File: config.mk
export PLATFORM = sky130hd
export DESIGN_NAME = vlc_bit_packer
export DESIGN_NICKNAME = d
export VERILOG_FILES = /design/src/rtl/vlc_pkg.sv /design/src/rtl/vlc_word_fifo.sv /design/src/rtl/vlc_bit_packer.sv
export SDC_FILE = /design/constraint.sdc
export NUM_CORES = 2
export LEC_CHECK = 0
export CAP_MARGIN = 10
export CELL_PAD_IN_SITES_DETAIL_PLACEMENT = 2
export CELL_PAD_IN_SITES_GLOBAL_PLACEMENT = 2
export CORE_UTILIZATION = 38
export CTS_CLUSTER_DIAMETER = 120
export DETAILED_ROUTE_END_ITERATION = 10
export PLACE_DENSITY = 0.81
export SLEW_MARGIN = 20
export SYNTH_ARGS = -nofsm -noshare
export SYNTH_HDL_FRONTEND = slang
export SYNTH_SLANG_ARGS = --single-unit
File: constraint.sdc
create_clock -name clock -period 11.17 [get_ports clock]
set_clock_uncertainty 0.05 [all_clocks]
set_input_delay 1.6755 -clock clock [delete_from_list [all_inputs] [get_ports clock]]
set_output_delay 1.6755 -clock clock [all_outputs]
set_load 0.02 [all_outputs]
File: src/rtl/vlc_pkg.sv
// Shared types and helpers for the VLC bit packer.
// Word geometry, packer states and the code-length mask.
package vlc_pkg;

  localparam int WORD_W   = 32;
  localparam int MAX_CODE = 64;

  typedef enum logic {
    RUN,
    FLUSH
  } state_t;

  function automatic logic [MAX_CODE-1:0] mask(input logic [6:0] n);
    if (n >= 7'(MAX_CODE)) return '1;
    return (64'd1 << n) - 64'd1;
  endfunction

endpackage

File: src/rtl/vlc_word_fifo.sv
// Word FIFO: in-order pair write, single read, registered head.
// free counts a read happening in the same cycle.
module vlc_word_fifo
  import vlc_pkg::*;
#(
  parameter int DEPTH = 8
) (
  input  logic                     clk,
  input  logic                     rst,
  input  logic [1:0]               wr_n,
  input  logic [WORD_W-1:0]        wr_a,
  input  logic [WORD_W-1:0]        wr_b,
  input  logic                     rd,
  output logic [$clog2(DEPTH):0]   free,
  output logic                     valid,
  output logic [WORD_W-1:0]        head
);

  localparam int AW = $clog2(DEPTH);

  logic [WORD_W-1:0] mem [DEPTH];
  logic [AW-1:0]     rp;
  logic [AW-1:0]     wp;
  logic [AW-1:0]     rp_n;
  logic [AW:0]       count;
  logic [AW:0]       cnt_r;
  logic [AW:0]       count_n;
  logic              rd_go;
  logic [WORD_W-1:0] head_n;

  always_comb begin
    rd_go   = rd && valid;
    cnt_r   = count - (AW+1)'(rd_go);
    rp_n    = rp + AW'(rd_go);
    count_n = cnt_r + (AW+1)'(wr_n);
    free    = (AW+1)'(DEPTH) - cnt_r;
    // When nothing older survives the read, the new head is the first write.
    if (cnt_r == '0) head_n = (wr_n != 2'd0) ? wr_a : '0;
    else             head_n = mem[rp_n];
  end

  always_ff @(posedge clk or posedge rst) begin
    if (rst) begin
      rp    <= '0;
      wp    <= '0;
      count <= '0;
      valid <= 1'b0;
      head  <= '0;
    end else begin
      rp    <= rp_n;
      wp    <= wp + AW'(wr_n);
      count <= count_n;
      valid <= count_n != '0;
      head  <= head_n;
    end
  end

  always_ff @(posedge clk) begin
    if (wr_n != 2'd0) mem[wp] <= wr_a;
    if (wr_n == 2'd2) mem[wp + AW'(1)] <= wr_b;
  end

endmodule

File: src/rtl/vlc_bit_packer.sv
// Packs 0..64-bit codes MSB-first into 32-bit words with flush padding.
// Completed words go through a small FIFO toward the slice writer.
module vlc_bit_packer
  import vlc_pkg::*;
#(
  parameter int DEPTH = 8
) (
  input  logic              clock,
  input  logic              reset,
  input  logic              in_enable,
  input  logic [63:0]       in_val,
  input  logic [63:0]       in_size,
  input  logic              in_flush,
  output logic              in_busy,
  output logic              out_valid,
  output logic [WORD_W-1:0] out_word,
  input  logic              out_ready,
  output logic              flush_done,
  output logic [31:0]       words_written,
  output logic              overflow_err,
  output logic              size_err
);

  localparam int AW = $clog2(DEPTH);

  state_t      state;
  state_t      state_n;
  // At most 31 bits survive between cycles, so only those are stored.
  logic [30:0] acc;
  logic [4:0]  cnt;

  logic [6:0]  sz;
  logic        size_bad;
  logic        take;
  logic        fits;
  logic [94:0] stream;
  logic [6:0]  total;
  logic [1:0]  k;
  logic [4:0]  rem;
  logic [63:0] words_hi;
  logic [30:0] keep;
  logic [30:0] acc_a;
  logic [4:0]  cnt_a;
  logic [1:0]  nw;
  logic [31:0] pad;

  logic [1:0]  wr_n;
  logic [31:0] wr_a;
  logic [31:0] wr_b;
  logic [30:0] acc_n;
  logic [4:0]  cnt_n;
  logic        done_n;
  logic        ovf_set;
  logic        serr_set;
  logic [AW:0] free;

  vlc_word_fifo #(.DEPTH(DEPTH)) u_fifo (
    .clk   (clock),
    .rst   (reset),
    .wr_n  (wr_n),
    .wr_a  (wr_a),
    .wr_b  (wr_b),
    .rd    (out_ready),
    .free  (free),
    .valid (out_valid),
    .head  (out_word)
  );

  always_comb begin
    sz       = in_size[6:0];
    size_bad = in_enable && ((|in_size[63:7]) || sz > 7'd64);
    take     = state == RUN && in_enable && !size_bad && sz != 7'd0;
    stream   = ({64'b0, acc} << sz) | {31'b0, in_val & mask(sz)};
    total    = {2'b0, cnt} + sz;
    k        = total[6:5];
    rem      = total[4:0];
    words_hi = 64'(stream >> rem);
    fits     = free >= (AW+1)'(k);
    keep     = 31'(mask({2'b0, rem}));

    acc_a = acc;
    cnt_a = cnt;
    nw    = 2'd0;
    if (take && fits) begin
      acc_a = stream[30:0] & keep;
      cnt_a = rem;
      nw    = k;
    end
    pad = {acc_a, 1'b0} << (5'd31 - cnt_a);

    wr_n     = nw;
    wr_a     = (k == 2'd2) ? words_hi[63:32] : words_hi[31:0];
    wr_b     = words_hi[31:0];
    acc_n    = acc_a;
    cnt_n    = cnt_a;
    state_n  = state;
    done_n   = 1'b0;
    ovf_set  = 1'b0;
    serr_set = 1'b0;

    unique case (state)
      RUN: begin
        ovf_set  = take && !fits;
        serr_set = size_bad;
        if (in_flush) begin
          if (cnt_a == 5'd0) begin
            done_n = 1'b1;
          end else if (nw != 2'd2 && free > (AW+1)'(nw)) begin
            if (nw == 2'd0) wr_a = pad;
            else            wr_b = pad;
            wr_n   = nw + 2'd1;
            acc_n  = '0;
            cnt_n  = '0;
            done_n = 1'b1;
          end else begin
            state_n = FLUSH;
          end
        end
      end
      FLUSH: begin
        ovf_set = in_enable;
        if (free != '0) begin
          wr_n    = 2'd1;
          wr_a    = pad;
          acc_n   = '0;
          cnt_n   = '0;
          done_n  = 1'b1;
          state_n = RUN;
        end
      end
    endcase
  end

  always_ff @(posedge clock or posedge reset) begin
    if (reset) begin
      state         <= RUN;
      acc           <= '0;
      cnt           <= '0;
      flush_done    <= 1'b0;
      words_written <= '0;
      overflow_err  <= 1'b0;
      size_err      <= 1'b0;
    end else begin
      state         <= state_n;
      acc           <= acc_n;
      cnt           <= cnt_n;
      flush_done    <= done_n;
      words_written <= words_written + 32'(wr_n);
      overflow_err  <= overflow_err | ovf_set;
      size_err      <= size_err | serr_set;
    end
  end

  assign in_busy = state == FLUSH;

endmodule

==> metrics.yaml <==
status: "completed"
r2r_start: "cnt[2]"
fin_area_sq_um: 41000
drt_iter0_markers: 7090
clk_latency_ns: 0.62
rr_worst_depth: 24
rsz0062_at_grt: "false"
globalRouteOverflowTotal: 0
rr_endpoint: "u_fifo.mem[4][15]"
wirelength_um: 244000
gp_congestion: 1.07
netlist_instances: 4204
dpl.hpwl_um: 177000
max-vdd-ir-drop_mv: 0.120
cp_max_fo: 42
cts_buffers: 46
rows: 111
p_per_area_nw_per_um2: 151
ctsHtreeMaxLevel: 2
cts_tree: "done"
r2r_slack_ns: 1.82
min_to: "words_written[17]"
grt_max_degree: 84
vias_per_cell: 7.86
synth-seq-cells: 371
die_area_sq_um: 95100
synth_seq_area_share_pct: 29.6
layout_commonest_cell: "nand2_1"
synth_edf_count: 256
synth_area_leaders: "edfxtp_1, dfrtp_1, mux2i_1"
cts_hold_buf: 0
fin_setup_tns_ns: 0
clk_pin_slew_ns: 0.06
top_level_ports: 202
syn-cell-area_sq_um: 35700
die_x_um: 308
first_pass_iters: 8
place_area_sq_um: 39300
initial_core_util_pct: 38.6
cts_max_path_buffers: 3
finalCritPeriodShare_pct: 89.0
track_usage_pct: 50.2
worstMarginPinSlew_ns: 1.35
antenna_left: 0
hold_depth: 1
end_kind: "register"
syn_nets: 4366
cts.sinks: 371
clockRootBuffer: "clkbuf_16"
hold_viol_final: 0
area_delta_synth_final_pct: 14.9
p_leak_uw: 0.0141
holdCritPathClass: "register to register"
yosysTopAreaCell: "edfxtp_1"
cts_resized: 0
fmax_ghz: 0.101
layout_common_cells: "nand2_1, nor2_1, a21oi_1"
report.final.slew_viol_count: 0
start_kind: "input pin"
fin_crit_ns: 9.94
core-area_sq_um: 92400
async_flop_share_pct: 31.0
drive_gt1_share_pct: 13.1
required_ns: 11.36
yosysWarnings: 0
arrival_ns: 10.13
post_drt_wl_per_cell_um: 44.0
cap_violations: 0
synth.distinct_cells: 120
antenna_found_initial: 13
relSlewSlack_pct: 10.3
synth_top_area_share_pct: 21.6
min_from: "words_written[17]"
synth_ff_type: "edfxtp_1"
nets: 4431
die_h_um: 308
grt_pass1_vias: 43600
portBuffers: 201
grt_pass1_wl_um: 341000
setup_viol: 0
path_class: "input pin to register"
syn_avg_cell_area_sq_um: 8.48
vias: 43700
cts_setup_buffers: 0
drcViolationCount: 0
synthesized netlist by cell type (32+ instances only):
library cell / n
nand2_1: 461
edfxtp_1: 256
mux4_2: 88
o211ai_1: 75
nor4_1: 34
a22oi_1: 50
clkbuf_1: 237
a21oi_1: 263
nor3_1: 172
buf_1: 35
xnor2_1: 32
o21ai_0: 241
mux2i_1: 235
o22ai_1: 82
and3_1: 52
dfrtp_1: 115
nor2_1: 396
a211oi_1: 73
and2_1: 37
o21ai_1: 34
o221ai_1: 51
o21a_1: 35
buf_2: 70
a31oi_1: 47
mux2_2: 53
nand3_1: 189
inv_1: 35
power by group:
group | total (uW) | internal, uW | switching, uW
Combinational | 2890 | 1020 | 1870
Sequential | 1640 | 1600 | 41.3
Clock | 1650 | 923 | 724
area by class of cell:
| class | instances | area [sq um] |
|---|---|---|
| fillers | 10000 | 51400 |
| multi-input cells | 3434 | 23700 |
| flip-flops and latches | 371 | 10600 |
| repair buffers | 378 | 3350 |
| well taps | 1243 | 1560 |
| clock buffers | 61 | 1260 |
| clock inverters | 24 | 328 |
| inverters | 38 | 148 |
| diodes | 7 | 17.5 |
routing by layer:
layer	wire (um)	track usage, %
met4	19100	30.7
met5	156	0.879
met1	88900	62.0
met3	33400	17.0
met2	103000	75.1
kinds of logic (layout without fill, tap and decap cells):
logic type	count (synthesis)	count (layout)	synth area share, %
AOI/OAI and AO/OA	1408	1408	28.2
muxes	380	380	14.0
adders and majority gates	29	29	1.10
buffers and inverters	399	501	4.82
DFF	371	371	29.6
and+or+nand+nor	1566	1566	21.0
other	0	7	0
xor gates and xnor gates	51	51	1.29
registers in the layout, summed over array words and instances, names as in the netlist:
signal / flops
u_fifo.mem: 256
size_err: 1
flush_done: 1
u_fifo.head: 32
cnt: 5
u_fifo.wp: 3
u_fifo.valid: 1
words_written: 32
in_busy: 1
overflow_err: 1
acc: 31
u_fifo.count: 4
u_fifo.rp: 3
per-stage QoR:
| step | std cells | hold slack, ns | total power [uW] | util [%] | setup WS [ns] |
|---|---|---|---|---|---|
| floorplan | 4204 | 0.425 | 3280 | - | 1.38 |
| global placement | 5460 | 0.389 | 4220 | 42.5 | 1.48 |
| detailed placement | 5460 | 0.436 | 4340 | 42.5 | 1.05 |
| CTS | 5545 | 0.456 | 6040 | 44.2 | 1.41 |
| global route | 5551 | 0.467 | 6240 | 44.3 | 1.02 |
| finish | 5556 | 0.451 | 6170 | 44.4 | 1.23 |
worst max-delay path: stages:
cell	delay (ns)
buf_4	0.44
fa_4	0.45
a211o_1	0.18
and2_1	0.40
o21ai_0	0.17
xnor2_1	0.77
inv_1	0.26
ha_1	0.39
a21o_1	0.18
o2111a_2	0.43
nand2_1	0.27
inv_1	0.17
ha_1	0.25
nand2_1	0.07
o21ai_0	0.12
a21oi_1	0.34
nand2_1	0.17
or2_2	0.50
nand2_1	0.18
buf_4	0.33
or3_1	0.22
o31a_1	0.49
nand2_1	0.37
o31ai_4	0.68
buf_4	0.56
how the worst max path moves through the flow:
stage                          start                 to  slack (ns)  cells past startpoint
after floorplan           in_size[0]   u_fifo.mem[4][0]        1.38                     28
after global placement    in_size[1]  u_fifo.mem[2][31]        1.48                     22
after detailed placement  in_size[1]   u_fifo.mem[2][6]        1.05                     22
after CTS                 in_size[1]   u_fifo.mem[2][9]        1.41                     22
after global routing      in_size[1]   u_fifo.mem[4][9]        1.02                     25
final                     in_size[1]  u_fifo.mem[4][15]        1.23                     25
No activity file was read; power rests on OpenSTA's default activity.
